<file path="src/rtl/anubis_pkg.sv">
// Shared definitions for the Anubis round controller and its gamma layer.
package anubis_pkg;

  localparam int BLOCK_W = 128;

  typedef enum logic [1:0] {
    IDLE  = 2'd0,
    KEY0  = 2'd1,
    ROUND = 2'd2,
    DONE  = 2'd3
  } fsm_t;

  function automatic int R_OF(input int n);
    return 8 + n;
  endfunction

endpackage

</file>
<file path="src/rtl/anubis_gamma.sv">
// Gamma layer: sixteen parallel 8-bit S-boxes built from the P/Q 4-bit mini-boxes.
module anubis_gamma
  import anubis_pkg::*;
(
  input  logic [BLOCK_W-1:0] data_in,
  output logic [BLOCK_W-1:0] data_out
);

  localparam logic [63:0] P_TBL = 64'h3FE054BCDA967821;
  localparam logic [63:0] Q_TBL = 64'h9E56A23CF04D7B18;

  function automatic logic [3:0] nib(input logic [63:0] tbl, input logic [3:0] x);
    return tbl[(15 - int'(x)) * 4 +: 4];
  endfunction

  // Outer bit swizzle is its own inverse, so the whole S-box stays an involution.
  function automatic logic [7:0] swz(input logic [7:0] x);
    return {x[7:5], x[2], x[0], x[4], x[1], x[3]};
  endfunction

  function automatic logic [7:0] sbox(input logic [7:0] x);
    logic [7:0] t;
    logic [3:0] a;
    logic [3:0] b;
    t = swz(x);
    a = nib(P_TBL, t[7:4]);
    b = nib(Q_TBL, t[3:0]);
    t = {a[3:2], b[3:2], a[1:0], b[1:0]};
    a = nib(Q_TBL, t[7:4]);
    b = nib(P_TBL, t[3:0]);
    t = {a[3:2], b[3:2], a[1:0], b[1:0]};
    a = nib(P_TBL, t[7:4]);
    b = nib(Q_TBL, t[3:0]);
    return swz({a, b});
  endfunction

  always_comb begin
    data_out = '0;
    for (int i = 0; i < BLOCK_W / 8; i++) begin
      data_out[8*i +: 8] = sbox(data_in[8*i +: 8]);
    end
  end

endmodule

</file>
<file path="src/rtl/anubis_round_ctrl.sv">
// Iterative Anubis round sequencer: one round per acked round key.
//   state | meaning
//   IDLE  | waiting for a plaintext block
//   KEY0  | whitening with round key 0
//   ROUND | gamma + external pi/theta + key add, rounds 1..R
//   DONE  | result held on out_data until out_ready
module anubis_round_ctrl
  import anubis_pkg::*;
#(
  parameter int N_KEY = 4,
  parameter int RND_W = 5
) (
  input  logic               clk,
  input  logic               rst,
  input  logic               in_valid,
  output logic               in_ready,
  input  logic [BLOCK_W-1:0] in_data,
  output logic               out_valid,
  input  logic               out_ready,
  output logic [BLOCK_W-1:0] out_data,
  output logic               key_req,
  output logic [RND_W-1:0]   key_idx,
  input  logic               key_ack,
  input  logic [BLOCK_W-1:0] key_in,
  output logic [BLOCK_W-1:0] lin_in,
  output logic               lin_last,
  input  logic [BLOCK_W-1:0] lin_out,
  output logic               busy
);

  localparam int R = R_OF(N_KEY);
  localparam logic [RND_W-1:0] R_IDX = RND_W'(R);

  fsm_t               state;
  logic [RND_W-1:0]   rnd;
  logic [BLOCK_W-1:0] st;
  logic [BLOCK_W-1:0] g_out;

  anubis_gamma u_gamma (
    .data_in  (st),
    .data_out (g_out)
  );

  always_ff @(posedge clk or posedge rst) begin
    if (rst) begin
      state <= IDLE;
      rnd   <= '0;
      st    <= '0;
    end else begin
      case (state)
        IDLE: begin
          if (in_valid) begin
            st    <= in_data;
            rnd   <= '0;
            state <= KEY0;
          end
        end
        KEY0: begin
          if (key_ack) begin
            st    <= st ^ key_in;
            rnd   <= RND_W'(1);
            state <= ROUND;
          end
        end
        ROUND: begin
          if (key_ack) begin
            st <= lin_out ^ key_in;
            if (rnd == R_IDX) state <= DONE;
            else              rnd   <= rnd + 1'b1;
          end
        end
        DONE: begin
          if (out_ready) state <= IDLE;
        end
        default: state <= IDLE;
      endcase
    end
  end

  // All handshake outputs decode the state register only; no path from key_ack.
  assign in_ready  = (state == IDLE);
  assign out_valid = (state == DONE);
  assign busy      = (state != IDLE);
  assign key_req   = (state == KEY0) || (state == ROUND);
  assign key_idx   = (state == ROUND) ? rnd : '0;
  assign lin_in    = (state == ROUND) ? g_out : '0;
  assign lin_last  = (state == ROUND) && (rnd == R_IDX);
  assign out_data  = st;

endmodule

</file>
<file path="config.mk">
export PLATFORM = sky130hd
export DESIGN_NAME = anubis_round_ctrl
export DESIGN_NICKNAME = d
export VERILOG_FILES = /design/src/rtl/anubis_pkg.sv /design/src/rtl/anubis_gamma.sv /design/src/rtl/anubis_round_ctrl.sv
export SDC_FILE = /design/constraint.sdc
export NUM_CORES = 1
export LEC_CHECK = 0
export ABC_CLOCK_PERIOD_IN_PS = 6300
export CAP_MARGIN = 25
export CORE_ASPECT_RATIO = 0.5
export CORE_MARGIN = 2
export CORE_UTILIZATION = 40
export CTS_CLUSTER_DIAMETER = 40
export DETAILED_ROUTE_END_ITERATION = 8
export PLACE_DENSITY = 0.76
export SETUP_SLACK_MARGIN = 0.5
export SLEW_MARGIN = 5
export SYNTH_ARGS = -nofsm -noshare
export SYNTH_HDL_FRONTEND = slang
export SYNTH_SLANG_ARGS = --single-unit
export TNS_END_PERCENT = 30
</file>
<file path="constraint.sdc">
create_clock -name clk -period 6.3 [get_ports clk]
set_input_delay 0.945 -clock clk [delete_from_list [all_inputs] [get_ports clk]]
set_output_delay 0.945 -clock clk [all_outputs]
set_load 0.03 [all_outputs]
</file>
==> impl_metrics.tcl, run 1 <==
set metrics [dict create \
    dp_cells 4797 \
    drive_gt1_share_pct 6.54 \
    final_cells 4830 \
    end_kind "output port" \
    wl_um 85400 \
    synthArstFlopShare_pct 100 \
    ant_nets 0 \
    timing.slew.headroom_pct 30.0 \
    min_period_over_period_pct 91.0 \
    n_antenna_cell 0 \
    setup_violations 0 \
    ctsHoldBuffers 0 \
    wl_per_cell_um 17.7 \
    area_growth_pct 29.5 \
    slew_viol_final 0 \
    cts-root-buf "clkbuf_16" \
    crit_chain "inv_1, ha_1, or2_2, and3_1, or2_2, ha_1, inv_1, nor2_1, a21oi_1, a21oi_2, ha_1, mux2i_1, nor2_1, a211oi_1, clkdlybuf4s50_1" \
    worstSkewPairLatency_ps 490 \
    grt_pass1_wl_um 133000 \
    grt_remaining_overflow 0 \
    clock.fmax_mhz 174 \
    synth_ff_type "dfrtp_1" \
    initial_core_util_pct 40.3 \
    antenna_found_initial 1 \
    place_hpwl_um 67100 \
    required_ps 5350 \
    min_period_ps 5740 \
    arrival_ps 4790 \
    cts_buffer_depth 2 \
    ys_seq_area_share_pct 12.9 \
    syn_inst 3424 \
    critPathLaunchType "flop" \
    seqCellArea_mm2 0.00338 \
    num_vias 27400 \
    critPathKind "flop to output port" \
    die_h_um 185 \
    ys_ff_latch 135 \
    grt_pass1_vias 25500 \
    ios 655 \
    hold_viol_final 0 \
    synth_area_leaders "mux2i_1 (15%), dfrtp_1 (13%), ha_1 (9.6%)" \
    run_status "finished, final reports clean" \
    worst_pin_slew_ps 1020 \
    first_pass_iters 7 \
    crit_path_top_delay_cell "clkdlybuf4s50_1" \
    critical_path.most_common_cell "ha_1" \
    core.rowCount 66 \
    yosysWarnings 0 \
    cts_tree "built" \
    path_max_fanout 9 \
    drt-initial-drc-count 1562 \
    grtUsageTotal_pct 24.1 \
    syn_avg_cell_area_um2 7.64 \
    clk_pin_slew_ps 60 \
    synth-edff-count 0 \
    synth_top_cell_by_area "mux2i_1" \
    core_mm2 0.0648 \
    cts.sinks 135 \
    rsz0062_at_grt "yes" \
    viasPerCell 5.67 \
    synth_cell_types 114 \
    syn_area_mm2 0.0262 \
    grt_max_degree 115 \
    fill_cells 5934 \
    die-area_mm2 0.0676 \
    die_x_um 366 \
    max_cap_viol_count 0 \
    layout.nets 4523 \
    multiInputGateArea_mm2 0.0212 \
    synth_top_area_share_pct 14.5 \
    fin_skew_ps 12.3 \
    drc_errors 0 \
    cts_made_buffers 17 \
    port_buffers 654 \
    min_path_type "flop to flop" \
    gp_congestion 0.937 \
    synth.net_count 4014 \
    setup_tns_ps 0 \
    cpPeakStageDelay_ps 730 \
    hold_ws_ps 563 \
    cts_htree_levels 4 \
]
[what timing repair did]
action | in CTS | in global routing
setup endpoints to repair | 18 | 61
resized for setup | 9 | 25
buffers inserted | 0 | 0
[metrics by stage]
step | setup slack, ps | utilization (%) | instance area [µm²]
2_1_floorplan | 1260 | - | 26200
3_3_place_gp | 858 | 51.1 | 33200
3_5_place_dp | 791 | 51.1 | 33200
4_1_cts | 383 | 52.1 | 33800
5_1_grt | 240 | 52.3 | 33900
6_report | 564 | 52.3 | 33900
[routing by layer]
metal | vias to the layer above | GRT usage (%) | share of wire, %
met5 | - | 0 | 0
met2 | 567 | 43.7 | 51
li1 | 13500 | - | -
met1 | 13200 | 29.0 | 42
met3 | 136 | 3.71 | 3.7
met4 | 0 | 8.36 | 3.3
[state kept, by name (all words and copies together), names as in the netlist]
register / count
rnd: 5
state: 2
out_data: 128
[critical path: cells and delay by family (launching register included)]
family,cells,cell delay (ps)
adders and majority gates,3,1060
and+or+nand+nor,5,1020
buffers and inverters,3,950
AOI/OAI and AO/OA,3,580
DFF,1,540
muxes,1,160
[cells in the mapped netlist (11+ instances only)]
library cell	instances
a21o_1	30
nor2b_1	37
a311oi_1	17
nor3_1	63
xor2_1	16
a211o_1	36
a31oi_1	30
nand2b_1	77
a21oi_1	168
xnor2_1	153
or2_2	34
o22ai_1	18
o21ai_0	273
o211ai_1	59
o21ai_1	13
o211a_1	13
mux2i_1	379
and3_1	31
o21a_1	34
dfrtp_1	135
o31ai_1	17
inv_1	199
a32o_1	11
o31a_1	13
a32oi_1	15
o311a_1	11
nor2_1	243
buf_1	11
clkbuf_1	100
o221ai_1	15
mux2_2	40
nand3_1	60
nand2_1	372
mux4_2	27
nor3b_1	16
or3_1	12
ha_1	201
and2_1	45
a211oi_2	12
buf_2	57
a211oi_1	114
[logic make-up after synthesis]
family	Yosys count	share of synthesized area [%]
compound gates	1026	27.4
fa+ha+maj	208	9.88
buf+inv	387	6.19
simple gates	1046	18.9
xor+xnor	169	5.66
mux	453	19.0
flops	135	12.9
[cells in the final DEF, fill, tap and decap left out, drive strengths merged, types with 19 or more instances in the layout]
| cell | netlist | layout |
|---|---|---|
| clkdlybuf4s50 | 0 | 635 |
| mux2i | 382 | 382 |
| nand2 | 372 | 372 |
| o21ai | 288 | 288 |
| nor2 | 247 | 247 |
| ha | 201 | 201 |
| inv | 201 | 201 |
| a21oi | 176 | 176 |
| xnor2 | 153 | 153 |
| dfrtp | 135 | 135 |
| a211oi | 133 | 133 |
| nand2b | 77 | 77 |
| nor3 | 64 | 64 |
| o211ai | 61 | 61 |
| nand3 | 60 | 60 |
| and2 | 50 | 50 |
| mux2 | 43 | 43 |
| or2 | 43 | 43 |
| nor2b | 37 | 37 |
| a211o | 36 | 36 |
| o21a | 34 | 34 |
| and3 | 34 | 34 |
| a31oi | 32 | 32 |
| a21o | 30 | 30 |
| mux4 | 28 | 28 |
| buf | 78 | 21 |
| o22ai | 20 | 20 |
| clkbuf | 107 | 19 |
[layout make-up]
type                            instances  share of cell area, %
Timing Repair Buffer                  675                   20.0
Clock inverter                         13                  0.528
Multi-Input combinational cell       2902                   62.7
Inverter                              202                   2.26
Sequential cell                       135                   9.98
Clock buffer                           19                   1.31
Tap cell                              884                   3.26
[worst paths after layout]
check                      slack (ps)  depth (start not counted)          from           end
max                               560                         15  out_data[97]   lin_in[102]
min                               560                          2        rnd[1]        rnd[1]
max reg2reg                      2540                          8      state[0]  out_data[11]
min reg2reg                       560                          2        rnd[1]        rnd[1]
max in group asynchronous        4080                          3           rst  out_data[28]
min in group asynchronous         960                          2           rst  out_data[83]
Power of run 1 is left out: the tool's default activity adds up to more than one toggle a clock period on the data nets, which glitch-free logic cannot reach.
==> run 2, diff against run 1 <==
--- a/config.mk
+++ b/config.mk
@@ -14,6 +14,7 @@
 export DETAILED_ROUTE_END_ITERATION = 8
 export PLACE_DENSITY = 0.76
 export SETUP_SLACK_MARGIN = 0.5
+export SKIP_LAST_GASP = 1
 export SLEW_MARGIN = 5
 export SYNTH_ARGS = -nofsm -noshare
 export SYNTH_HDL_FRONTEND = slang
==> results of run 2 <==
Same layout as run 1: the final DEF is identical, and so are final timing and power.
Power of run 2 is left out for the same reason.
